$ cat config.mk
export PLATFORM = sky130hd
export DESIGN_NAME = pkt_dmux_n
export DESIGN_NICKNAME = d
export VERILOG_FILES = /design/src/rtl/pkt_dmux_n.sv
export SDC_FILE = /design/constraint.sdc
export NUM_CORES = 1
export LEC_CHECK = 0
export ABC_AREA = 1
export CORE_ASPECT_RATIO = 0.7
export CORE_MARGIN = 1.5
export CORE_UTILIZATION = 48
export CTS_CLUSTER_DIAMETER = 100
export CTS_CLUSTER_SIZE = 10
export DETAILED_ROUTE_END_ITERATION = 10
export GPL_ROUTABILITY_DRIVEN = 0
export GPL_TIMING_DRIVEN = 1
export PLACE_DENSITY = 0.87
export SLEW_MARGIN = 10
export SYNTH_ARGS = -nofsm -noshare
export SYNTH_HDL_FRONTEND = slang
export SYNTH_SLANG_ARGS = --single-unit
$ cat constraint.sdc
create_clock -name clk -period 3.73 [get_ports clk]
set_clock_uncertainty 0.05 [all_clocks]
set_input_delay 0.746 -clock clk [delete_from_list [all_inputs] [get_ports clk]]
set_output_delay 0.746 -clock clk [all_outputs]
set_load 0.02 [all_outputs]
$ cat src/rtl/pkt_dmux_n.sv
// ---------------------------------------------------------------------------
// pkt_dmux_n -- packet demultiplexer for the pipeline packet bus.
//
// Routes each packet to one of NCH downstream channels. The channel is taken
// from a selector field in the head word. A packet is dropped when its
// selector is out of range or its destination is not ready at the head.
// Over-length packets are cut with a forced tail. Dropped packets and
// framing errors are counted in saturating counters.
//
// Framing tag, pktin_data[DW-1:DW-2]: 01 head, 11 body, 10 tail, 00 illegal.
//
// Ports
//   clk                  system clock
//   rst_n                asynchronous active-low reset
//   pktin_data           input packet word
//   pktin_data_wr        input word strobe
//   pktin_data_valid     input packet metadata (valid with its strobe)
//   pktin_data_valid_wr  input metadata strobe, issued with the tail
//   out_ready            per channel: room for one MAX_LEN packet
//   out_data             registered data word, broadcast to all channels
//   out_data_wr          per-channel word strobe
//   out_data_valid       registered metadata bit, broadcast
//   out_data_valid_wr    per-channel metadata strobe
//   cur_ch               channel of the packet in flight, 0 when idle
//   drop_cnt             saturating count of dropped packets
//   err_cnt              saturating count of protocol errors
// ---------------------------------------------------------------------------
module pkt_dmux_n #(
  parameter int DW      = 134,
  parameter int NCH     = 4,
  parameter int SEL_LSB = 109,
  parameter int SEL_W   = 3,
  parameter int MAX_LEN = 64,
  parameter int CW      = 16
) (
  input  logic             clk,
  input  logic             rst_n,
  input  logic [DW-1:0]    pktin_data,
  input  logic             pktin_data_wr,
  input  logic             pktin_data_valid,
  input  logic             pktin_data_valid_wr,
  input  logic [NCH-1:0]   out_ready,
  output logic [DW-1:0]    out_data,
  output logic [NCH-1:0]   out_data_wr,
  output logic             out_data_valid,
  output logic [NCH-1:0]   out_data_valid_wr,
  output logic [3:0]       cur_ch,
  output logic [CW-1:0]    drop_cnt,
  output logic [CW-1:0]    err_cnt
);

  localparam int LW = $clog2(MAX_LEN + 1);

  localparam logic [1:0] TAG_HEAD = 2'b01;
  localparam logic [1:0] TAG_BODY = 2'b11;
  localparam logic [1:0] TAG_TAIL = 2'b10;

  typedef enum logic [1:0] {
    IDLE = 2'd0,
    FWD  = 2'd1,
    DROP = 2'd2
  } state_t;

  state_t          state;
  state_t          state_nxt;
  logic [LW-1:0]   wcnt;
  logic [LW-1:0]   wcnt_nxt;
  logic [3:0]      ch_nxt;

  logic [1:0]      tag;
  logic [SEL_W-1:0] sel;
  logic            head_ok;

  logic            fwd_en;
  logic [3:0]      fwd_ch;
  logic [DW-1:0]   fwd_word;
  logic            fwd_valid;
  logic            fwd_vwr;
  logic            drop_inc;
  logic            err_inc;

  assign tag = pktin_data[DW-1 -: 2];
  assign sel = pktin_data[SEL_LSB +: SEL_W];

  // A head is accepted only for an in-range selector whose channel is ready.
  // Comparing in 32 bits keeps selectors wider than the channel index from
  // aliasing onto a valid channel.
  always_comb begin
    head_ok = 1'b0;
    for (int i = 0; i < NCH; i++) begin
      if (32'(sel) == i && out_ready[i]) head_ok = 1'b1;
    end
  end

  // Next-state and datapath decode.
  // NOTE: every signal written here gets a default first, so no path leaves
  // a value unassigned and no latch is inferred.
  always_comb begin
    state_nxt = state;
    wcnt_nxt  = wcnt;
    ch_nxt    = cur_ch;
    fwd_en    = 1'b0;
    fwd_ch    = cur_ch;
    fwd_word  = pktin_data;
    fwd_valid = pktin_data_valid;
    fwd_vwr   = pktin_data_valid_wr;
    drop_inc  = 1'b0;
    err_inc   = 1'b0;

    if (pktin_data_wr) begin
      if (tag == TAG_HEAD) begin
        // A head outside IDLE abandons the current packet (no tail) and is
        // then judged exactly as a head arriving in IDLE.
        err_inc = (state != IDLE);
        if (head_ok) begin
          fwd_en    = 1'b1;
          fwd_ch    = 4'(sel);
          ch_nxt    = 4'(sel);
          wcnt_nxt  = LW'(1);
          state_nxt = FWD;
        end else begin
          drop_inc  = 1'b1;
          ch_nxt    = 4'd0;
          state_nxt = DROP;
        end
      end else begin
        case (state)
          IDLE: err_inc = 1'b1;
          DROP: begin
            if (tag == TAG_TAIL) state_nxt = IDLE;
          end
          FWD: begin
            if (tag == TAG_TAIL) begin
              fwd_en    = 1'b1;
              ch_nxt    = 4'd0;
              state_nxt = IDLE;
            end else if (tag == TAG_BODY) begin
              fwd_en = 1'b1;
              if (wcnt == LW'(MAX_LEN - 1)) begin
                // Last slot and still no tail: close the packet downstream
                // with a forced tail marked invalid, swallow the rest.
                fwd_word[DW-1 -: 2] = TAG_TAIL;
                fwd_valid           = 1'b0;
                fwd_vwr             = 1'b1;
                err_inc             = 1'b1;
                ch_nxt              = 4'd0;
                state_nxt           = DROP;
              end else begin
                wcnt_nxt = wcnt + LW'(1);
              end
            end else begin
              err_inc = 1'b1;
            end
          end
          default: state_nxt = IDLE;
        endcase
      end
    end
  end

  // NOTE: sequential state uses non-blocking assignments and an asynchronous
  // reset, so an abort mid-packet clears every output at once.
  always_ff @(posedge clk or negedge rst_n) begin
    if (!rst_n) begin
      state             <= IDLE;
      wcnt              <= '0;
      cur_ch            <= '0;
      out_data          <= '0;
      out_data_wr       <= '0;
      out_data_valid    <= 1'b0;
      out_data_valid_wr <= '0;
      drop_cnt          <= '0;
      err_cnt           <= '0;
    end else begin
      state             <= state_nxt;
      wcnt              <= wcnt_nxt;
      cur_ch            <= ch_nxt;
      out_data_wr       <= '0;
      out_data_valid_wr <= '0;
      if (fwd_en) begin
        out_data          <= fwd_word;
        out_data_valid    <= fwd_valid;
        out_data_wr       <= NCH'(1) << fwd_ch;
        out_data_valid_wr <= fwd_vwr ? (NCH'(1) << fwd_ch) : '0;
      end
      if (drop_inc && drop_cnt != '1) drop_cnt <= drop_cnt + CW'(1);
      if (err_inc && err_cnt != '1)   err_cnt  <= err_cnt + CW'(1);
    end
  end

endmodule
==> run summary, run 1 <==
final-report setup violation count - 0
Pwr per Cell Area - 649.3 mW/mm2
CP startpoint kind - input port
Row Count - 39
clk_lat worst skew - 430 ps
Peak VDD IR - 0.0004034 V
initial antenna violation count - 0
syn avg cell area - 8.389 um2
DR iter-0 viols - 585
TritonCTS clock tree - yes
Synth Register Bits - 187
CTS max path bufs - 2
DRT Pass-1 Iters - 5
first-pass GRT wire length - 38.55 mm
final max-slew violation count - 0
combinational power share - 39.2%
Synth warnings - 0
Worst EP arrival - 3040 ps
GR Overflow Total - 0
Syn Nets - 1139
Vias/cell - 4.962
Switching Power - 2.929 mW
Layout area overhead - 47.60%
CTS H-Tree Depth - 4
worst path required time - 4040 ps
Die Footprint - 0.01808 mm2
Clock Pin Slew Worst Setup and Hold Paths - 70 ps
Hold Fails Final Rpt - 0
RSZ-0062 raised after global routing - no
Setup TNS Final - 0 ps
fin crit share - 73.02%
Antenna Nets Post-Route - 0
io pins - 322
Worst Tran Pin Value - 753.7 ps
TritonCTS buffer count - 17
crit end category - flip-flop
sequential share of the synthesized area - 56.46%
Static Leak - 5.958 nW
Starting Density - 49.95%
Final Util - 73.73%
GRT Util Overall - 27.29%
number of diodes - 0
post-cts gate resize count - 0
root buffer cell - clkbuf_16
Post-Synthesis Cells - 988
WS Path Type - input port to flip-flop
largest net degree at the start of global routing - 93
Cell variety after synth - 34
crit path max fanout - 92
Clock power frac - 22.2%
DR DRC count - 0
layout cells sized above 1 - 5.339%
fin worst setup slack - 1007 ps
WL/cell - 15.45 um
Flop pwr share - 38.6%
sw frac - 36.87%
hpwl dp - 17.27 mm
clock sinks - 187
vias in the first global route - 7637
Fmax achieved - 367.2 MHz
setup bufs post-CTS - 0
Register-to-Register Setup Slack - 1340 ps
Cell Area, Synth - 0.008288 mm2
Die Ht - 112.9 um
Period minus WS final - 2723 ps
internal power - 5.014 mW
Final nets - 1449
max-cap violations - 0
Detailed Route WL - 23.73 mm
slew margin rel. - 49.75%
worst hold path class - input port to asynchronous set/reset pin
Hold-fix buffers, CTS - 0
dpl ws - 566.1 ps
Core Box Area - 0.01659 mm2
die width - 160.1 um
PortBufs - 320
vias - 7622
status - finished clean
[worst max-delay path, stage by stage]
cell and delay (ps):
clkdlybuf4s50_1 610, ha_1 230, inv_2 100, a21oi_1 350, nand3_4 160, buf_12 250, a21oi_1 320, nand3_1 150
nor2_1 110
[metal layers]
layer | up-vias | share of wire [%] | track usage [%]
met5 | - | 0 | 0
met4 | 0 | 2.6 | 10.65
met3 | 45 | 8.0 | 7.405
met2 | 313 | 48 | 45.57
met1 | 3592 | 41 | 34.13
li1 | 3672 | - | -
[flip-flops by register name (all words and copies together) (netlist names)]
name and flops:
out_data 134, wcnt 7, drop_cnt 16, cur_ch 3, out_data_wr 4, err_cnt 16, out_data_valid 1, out_data_valid_wr 4
state 2
[cell type report]
type,count,area (um2)
timing repair buffer,331,3349
fill,1200,4358
multi-input combinational,707,3141
tap,225,281.5
inverter,54,205.2
clock buffer,19,452.9
sequential,187,4679
clock inverter,13,123.9
[logic make-up after synthesis]
logic type | share of synthesized area (%)
AO/OA/AOI/OAI | 1.887
XOR/XNOR | 2.853
adder cells (fa/ha/maj) | 1.208
buffers and inverters | 5.797
flip-flops | 56.46
other | 0.04525
AND/OR/NAND/NOR | 31.75
[per-stage QoR]
stage / hold WS (ps) / cell area, um2 / instances / power [mW]
2_1_floorplan: 400.4 / 8288 / 988 / 4.533
3_3_place_gp: 410.8 / 11660 / 1504 / 6.119
3_5_place_dp: 413.8 / 11660 / 1504 / 6.205
4_1_cts: 310.1 / 12230 / 1536 / 8.000
5_1_grt: 327.8 / 12230 / 1536 / 8.387
6_report: 277.3 / 12230 / 1536 / 7.943
[power groups by stage]
stage / Combinational, mW / Sequential [mW] / Clock [mW]
final: 3.11 / 3.07 / 1.76
after global placement: 3.06 / 3.06 / 0
after detailed placement: 3.12 / 3.08 / 0
after CTS: 3.14 / 3.06 / 1.80
after floorplan: 0.778 / 3.76 / 0
after global routing: 3.35 / 3.15 / 1.89
[cells in the mapped netlist, drive strengths merged]
library cell	n	area, um2
nand2	520	1987
dfrtp	187	4679
inv	53	198.9
nor2	41	163.9
buf	36	262.8
nand3	35	197.7
nand4	27	168.9
o21ai	20	100.1
xor2	19	166.4
nor3	11	55.05
ha	8	100.1
xnor2	8	70.07
a21oi	5	25.02
clkbuf	4	15.01
o31ai	3	22.52
nand3b	2	15.01
nor4	2	12.51
clkinv	1	3.750
conb	1	3.750
nand2b	1	6.260
nor2b	1	6.260
nor3b	1	12.51
o221ai	1	8.760
or2	1	6.260
[cells in the final DEF, fill, tap and decap left out, types with 2 or more instances in the layout]
cell,synthesis,layout
inv_1,47,47
buf_4,4,6
clkinv_4,0,4
clkdlybuf4s50_1,0,319
ha_1,8,8
inv_6,0,2
nand3_4,1,2
nor3_1,11,10
clkinvlp_4,0,2
inv_2,6,5
dfrtp_1,187,187
clkbuf_16,0,17
nor4_1,2,2
nand4_1,27,27
nand3b_1,2,2
nor2_1,39,39
a21oi_1,5,5
nand2_1,508,508
nand2_2,11,11
o31ai_1,3,3
xor2_1,19,19
xnor2_1,8,8
nand3_1,32,32
clkbuf_8,0,2
o21ai_0,20,20
inv_8,0,5
buf_12,0,5
[worst paths after layout]
check                                              from                        endpoint  cells after the start
worst min register to register  out_data[5]$_DFFE_PN0P_         out_data[5]$_DFFE_PN0P_                      2
max in group asynchronous                         rst_n        out_data[27]$_DFFE_PN0P_                      2
worst min-delay path                              rst_n         drop_cnt[0]$_DFFE_PN0P_                      1
worst max register to register   err_cnt[0]$_DFFE_PN0P_         err_cnt[14]$_DFFE_PN0P_                      8
worst max-delay path                    pktin_data[132]  out_data_valid_wr[2]$_DFF_PN0_                      9
min in group clk                out_data[5]$_DFFE_PN0P_         out_data[5]$_DFFE_PN0P_                      2
Power figures use the tool's default switching activity.
==> run 2: changes to the inputs <==
--- a/config.mk
+++ b/config.mk
@@ -8,13 +8,13 @@
 export ABC_AREA = 1
 export CORE_ASPECT_RATIO = 0.7
 export CORE_MARGIN = 1.5
-export CORE_UTILIZATION = 48
+export CORE_UTILIZATION = 40
 export CTS_CLUSTER_DIAMETER = 100
 export CTS_CLUSTER_SIZE = 10
 export DETAILED_ROUTE_END_ITERATION = 10
 export GPL_ROUTABILITY_DRIVEN = 0
 export GPL_TIMING_DRIVEN = 1
-export PLACE_DENSITY = 0.87
+export PLACE_DENSITY = 0.77
 export SLEW_MARGIN = 10
 export SYNTH_ARGS = -nofsm -noshare
 export SYNTH_HDL_FRONTEND = slang
==> constraint.sdc (replaced) <==
create_clock -name clk -period 2.42 [get_ports clk]
set_clock_uncertainty 0.05 [all_clocks]
set_input_delay 0.484 -clock clk [delete_from_list [all_inputs] [get_ports clk]]
set_output_delay 0.484 -clock clk [all_outputs]
set_load 0.02 [all_outputs]
==> run 2 against run 1 <==
Total power rose by 54%; flip-flop and latch count did not move; critical endpoint is now err_cnt[2]; wire length rose by 0.86%; largest power group unchanged; largest cell class unchanged; global-route usage fell by 5.2 points.
==> run summary, run 2 (synthesis gave the netlist of run 1 again) <==
DRT met1 WL - 10.64 mm
first-pass GRT wire length - 37.68 mm
register area - 0.004679 mm2
CP Depth - 1
vias in the first global route - 7340
Final Util - 62.64%
PortBufs - 320
GR Overflow Total - 0
status - finished clean
clk_lat worst skew - 420 ps
Detailed Route WL - 23.94 mm
Peak VDD IR - 0.0004782 V
number of diodes - 0
layout cells sized above 1 - 7.452%
die width - 175.0 um
Period minus WS final - 2118 ps
io pins - 322
CTS H-Tree Depth - 4
commonest non-fill, non-tap cell in the layout - nand2_1
Top reg by flops - out_data
fin crit share - 87.53%
TritonCTS buffer count - 17
worst path required time - 1890 ps
Clock Pin Slew Worst Setup and Hold Paths - 70 ps
initial antenna violation count - 0
Vias/cell - 4.733
critical-path cell list - clkdlybuf4s50_1
Hold Path Depth - 2
final max-slew violation count - 0
WL met2 - 11.41 mm
Layout area overhead - 51.68%
Worst EP arrival - 1580 ps
TritonCTS clock tree - yes
Critical Path Max Stage Delay - 670 ps
max-cap violations - 0
post-cts gate resize count - 0
final-report setup violation count - 0
WP buf/inv - 1
DRT Pass-1 Iters - 5
Setup TNS Final - 0 ps
Pwr per Cell Area - 975.7 mW/mm2
Row Count - 43
Die Ht - 123.4 um
Final nets - 1480
CTS max path bufs - 2
Antenna Nets Post-Route - 0
hpwl dp - 17.94 mm
FF-to-FF path depth - 8
max reg flops - 134
RSZ-0062 raised after global routing - no
WL/cell - 14.85 um
clock sinks - 187
crit path max fanout - 7
DR iter-0 viols - 420
DR DRC count - 0
root buffer cell - clkbuf_16
DR top layer - met4
crit end category - output port
GRT Util Overall - 22.13%
fillers - 1678
Worst path slowest cell - clkdlybuf4s50_1
WS Path Type - flip-flop to output port
Fmax achieved - 472.1 MHz
footprint of the multi-input gates - 0.003141 mm2
Die Footprint - 0.02161 mm2
Final Total Pwr - 12.27 mW
Core Box Area - 0.02007 mm2
Top Registers - out_data x134, drop_cnt x16, err_cnt x16
vias - 7629
worst hold path class - flip-flop to flip-flop
most frequent cells in the layout - nand2_1, clkdlybuf4s50_1, dfrtp_1, inv_1, nor2_1
Hold Fails Final Rpt - 0
setup bufs post-CTS - 0
Hold-fix buffers, CTS - 1
met3 routed WL - 1.555 mm
CP startpoint kind - flip-flop
largest net degree at the start of global routing - 66
Static Leak - 6.130 nW
Starting Density - 41.30%
delay-heaviest family, CP - buffers and inverters
run 2: changes by cell type in the layout (fill, tap and decap cells not counted):
cell / previous run / this run
clkinv_4: 4 / 7
inv_6: 2 / 1
clkinvlp_4: 2 / 1
clkinv_8: 0 / 2
dlygate4sd3_1: 0 / 1
buf_12: 5 / 8
inv_8: 5 / 2
buf_4: 6 / 33
run 2: power by group:
part,internal [mW],switching (mW),leakage (nW)
Clock,1.42,1.29,0.283
Sequential,4.07,0.639,2.38
Combinational,2.30,2.54,3.46
run 2: final cells by class:
cell class	instances	area share, %
sequential	187	37.23
timing repair buffer	362	28.81
multi-input combinational	707	24.98
clock buffer	19	3.603
tap	270	2.687
inverter	54	1.632
clock inverter	13	1.055
run 2: stage by stage:
step	area, um2	hold slack [ps]	instances	setup WS (ps)
finish	12570	429.2	1612	301.8
global placement	11980	357.9	1579	53.81
CTS	12570	432.0	1612	281.5
floorplan	8288	138.4	988	546.5
global route	12570	454.1	1612	241.5
detailed placement	11980	358.3	1579	15.60
run 2: worst paths after layout:
kind                                     startpoint                        to  slack [ps]
max in group asynchronous                     rst_n  out_data[93]$_DFFE_PN0P_        1160
setup / recovery             err_cnt[2]$_DFFE_PN0P_                err_cnt[2]         300
hold reg to reg            out_data[54]$_DFFE_PN0P_  out_data[54]$_DFFE_PN0P_         430
min in group asynchronous                     rst_n   drop_cnt[3]$_DFFE_PN0P_         470
setup reg to reg             err_cnt[0]$_DFFE_PN0P_   err_cnt[11]$_DFFE_PN0P_         400
hold / removal             out_data[54]$_DFFE_PN0P_  out_data[54]$_DFFE_PN0P_         430
run 2: metal layers:
layer	up-vias	track usage, %
met5	-	0
met2	278	36.38
met3	24	5.904
met1	3582	29.16
li1	3745	-
met4	0	5.823
==> run 3: changes to the inputs <==
--- a/config.mk
+++ b/config.mk
@@ -6,7 +6,7 @@
 export NUM_CORES = 1
 export LEC_CHECK = 0
 export ABC_AREA = 1
-export CORE_ASPECT_RATIO = 0.7
+export CORE_ASPECT_RATIO = 1.4
 export CORE_MARGIN = 1.5
 export CORE_UTILIZATION = 40
 export CTS_CLUSTER_DIAMETER = 100
@@ -14,6 +14,7 @@
 export DETAILED_ROUTE_END_ITERATION = 10
 export GPL_ROUTABILITY_DRIVEN = 0
 export GPL_TIMING_DRIVEN = 1
+export HOLD_SLACK_MARGIN = 0.03
 export PLACE_DENSITY = 0.77
 export SLEW_MARGIN = 10
 export SYNTH_ARGS = -nofsm -noshare
==> run 3 against run 2 <==
Setup slack lost 25 ps; first-iteration DRC count is 13% higher; critical endpoint unchanged; highest routed layer unchanged; sequential power is essentially flat; register-to-register slack got worse by 50 ps; combinational power is 1% higher; non-clock buffer count down 5; worst hold slack got worse by 3.8 ps; core utilization decreased by 1.2 points; largest cell class unchanged; cell area down 0.36%.
==> run summary, run 3 (synthesis gave the netlist of run 1 again) <==
dpl ws - -23.62 ps
Critical Path Max Stage Delay - 680 ps
Worst EP arrival - 1610 ps
Pwr per Cell Area - 976.6 mW/mm2
number of diodes - 0
DR DRC count - 0
Period minus WS final - 2144 ps
Peak VDD IR - 0.0004738 V
Worst path slowest cell - clkdlybuf4s50_1
setup bufs post-CTS - 0
io pins - 322
largest net degree at the start of global routing - 65
max-cap violations - 0
CTS max path bufs - 2
TritonCTS clock tree - yes
vias in the first global route - 7369
Final nets - 1475
Starting Density - 40.62%
Final Total Pwr - 12.23 mW
Antenna Nets Post-Route - 0
critical-path cell list - clkdlybuf4s50_1
clk_lat worst skew - 430 ps
Detailed Route WL - 24.39 mm
GR Overflow Total - 0
most frequent cells in the layout - nand2_1, clkdlybuf4s50_1, dfrtp_1, inv_1, nor2_1
r2r endpoint - err_cnt[9]$_DFFE_PN0P_
CP Depth - 1
first-pass GRT wire length - 39.02 mm
clock sinks - 187
worst hold path class - flip-flop to flip-flop
worst setup path endpoint - err_cnt[2]
Layout area overhead - 51.13%
final max-slew violation count - 0
fin worst setup slack - 276.5 ps
Top reg by flops - out_data
final-report setup violation count - 0
Row Count - 62
WS Path Type - flip-flop to output port
Hold-fix buffers, CTS - 1
commonest non-fill, non-tap cell in the layout - nand2_1
vias - 7616
Static Leak - 6.089 nW
initial antenna violation count - 0
Finished Layout Cells - 1593
Critical R2R Launch - err_cnt[1]$_DFFE_PN0P_
Die Ht - 173.3 um
FF-to-FF path depth - 8
CTS H-Tree Depth - 4
Register-to-Register Setup Slack - 350 ps
worst path required time - 1890 ps
GRT Util Overall - 22.71%
fin crit share - 88.57%
root buffer cell - clkbuf_16
DRT Pass-1 Iters - 5
Hold Fails Final Rpt - 0
TritonCTS buffer count - 17
crit path max fanout - 7
delay-heaviest family, CP - buffers and inverters
Fmax achieved - 466.5 MHz
Clock Pin Slew Worst Setup and Hold Paths - 60 ps
CP startpoint kind - flip-flop
max reg flops - 134
WL/cell - 15.31 um
layout cells sized above 1 - 6.657%
RSZ-0062 raised after global routing - no
Vias/cell - 4.781
Die Footprint - 0.02160 mm2
status - finished clean
PortBufs - 320
DR iter-0 viols - 476
Critical Path Source - err_cnt[2]$_DFFE_PN0P_
crit end category - output port
die width - 124.7 um
Top Registers - out_data x134, drop_cnt x16, err_cnt x16
Core Box Area - 0.02040 mm2
hpwl dp - 18.04 mm
Placed Instances - 1560
WP buf/inv - 1
post-cts gate resize count - 0
[run 3: stage by stage]
step | hold slack (ps) | setup TNS, ps | cell area [um2] | util, %
2_1_floorplan | 138.4 | 0 | 8288 | -
3_3_place_gp | 410.3 | -33.60 | 11970 | 58.66
3_5_place_dp | 414.3 | -23.62 | 11970 | 58.66
4_1_cts | 431.9 | 0 | 12530 | 61.39
5_1_grt | 445.7 | 0 | 12530 | 61.39
6_report | 425.4 | 0 | 12530 | 61.39
[run 3: area by class of cell]
type                            count  area (um2)
Fill cell                        1730        7876
Multi-Input combinational cell    707        3136
Clock inverter                      9       90.09
Timing Repair Buffer              357        3637
Inverter                           54       205.2
Tap cell                          256       320.3
Clock buffer                       23       457.9
Sequential cell                   187        4679
[run 3: routing by layer]
layer / GRT usage [%] / wire length [um] / vias up
met4: 10.01 / 932 / 0
met2: 38.85 / 12220 / 252
met3: 5.123 / 1340 / 48
li1: - / - / 3735
met5: 0 / 0 / -
met1: 27.38 / 9902 / 3581
[run 3: how the worst min path moves through the flow]
stage,end,cells past startpoint,slack [ps],from
3_3_place_gp,out_data[106]$_DFFE_PN0P_,2,410,out_data[106]$_DFFE_PN0P_
5_1_grt,out_data[30]$_DFFE_PN0P_,2,450,out_data[30]$_DFFE_PN0P_
6_report,out_data[38]$_DFFE_PN0P_,2,430,out_data[38]$_DFFE_PN0P_
2_1_floorplan,cur_ch[0]$_DFFE_PN0P_,0,140,rst_n
4_1_cts,out_data[30]$_DFFE_PN0P_,2,430,out_data[30]$_DFFE_PN0P_
3_5_place_dp,out_data[97]$_DFFE_PN0P_,2,410,out_data[97]$_DFFE_PN0P_
[run 3: power by group]
group	total [mW]	internal [mW]	switching, mW
combinational	4.89	2.31	2.58
sequential	4.71	4.07	0.633
clock	2.63	1.45	1.18
total	12.2	7.83	4.40
[run 3: tightest hold or removal path: stages (launching register included)]
cell and delay [ps]:
dfrtp_1 340, nand2_1 50, nand2_1 50
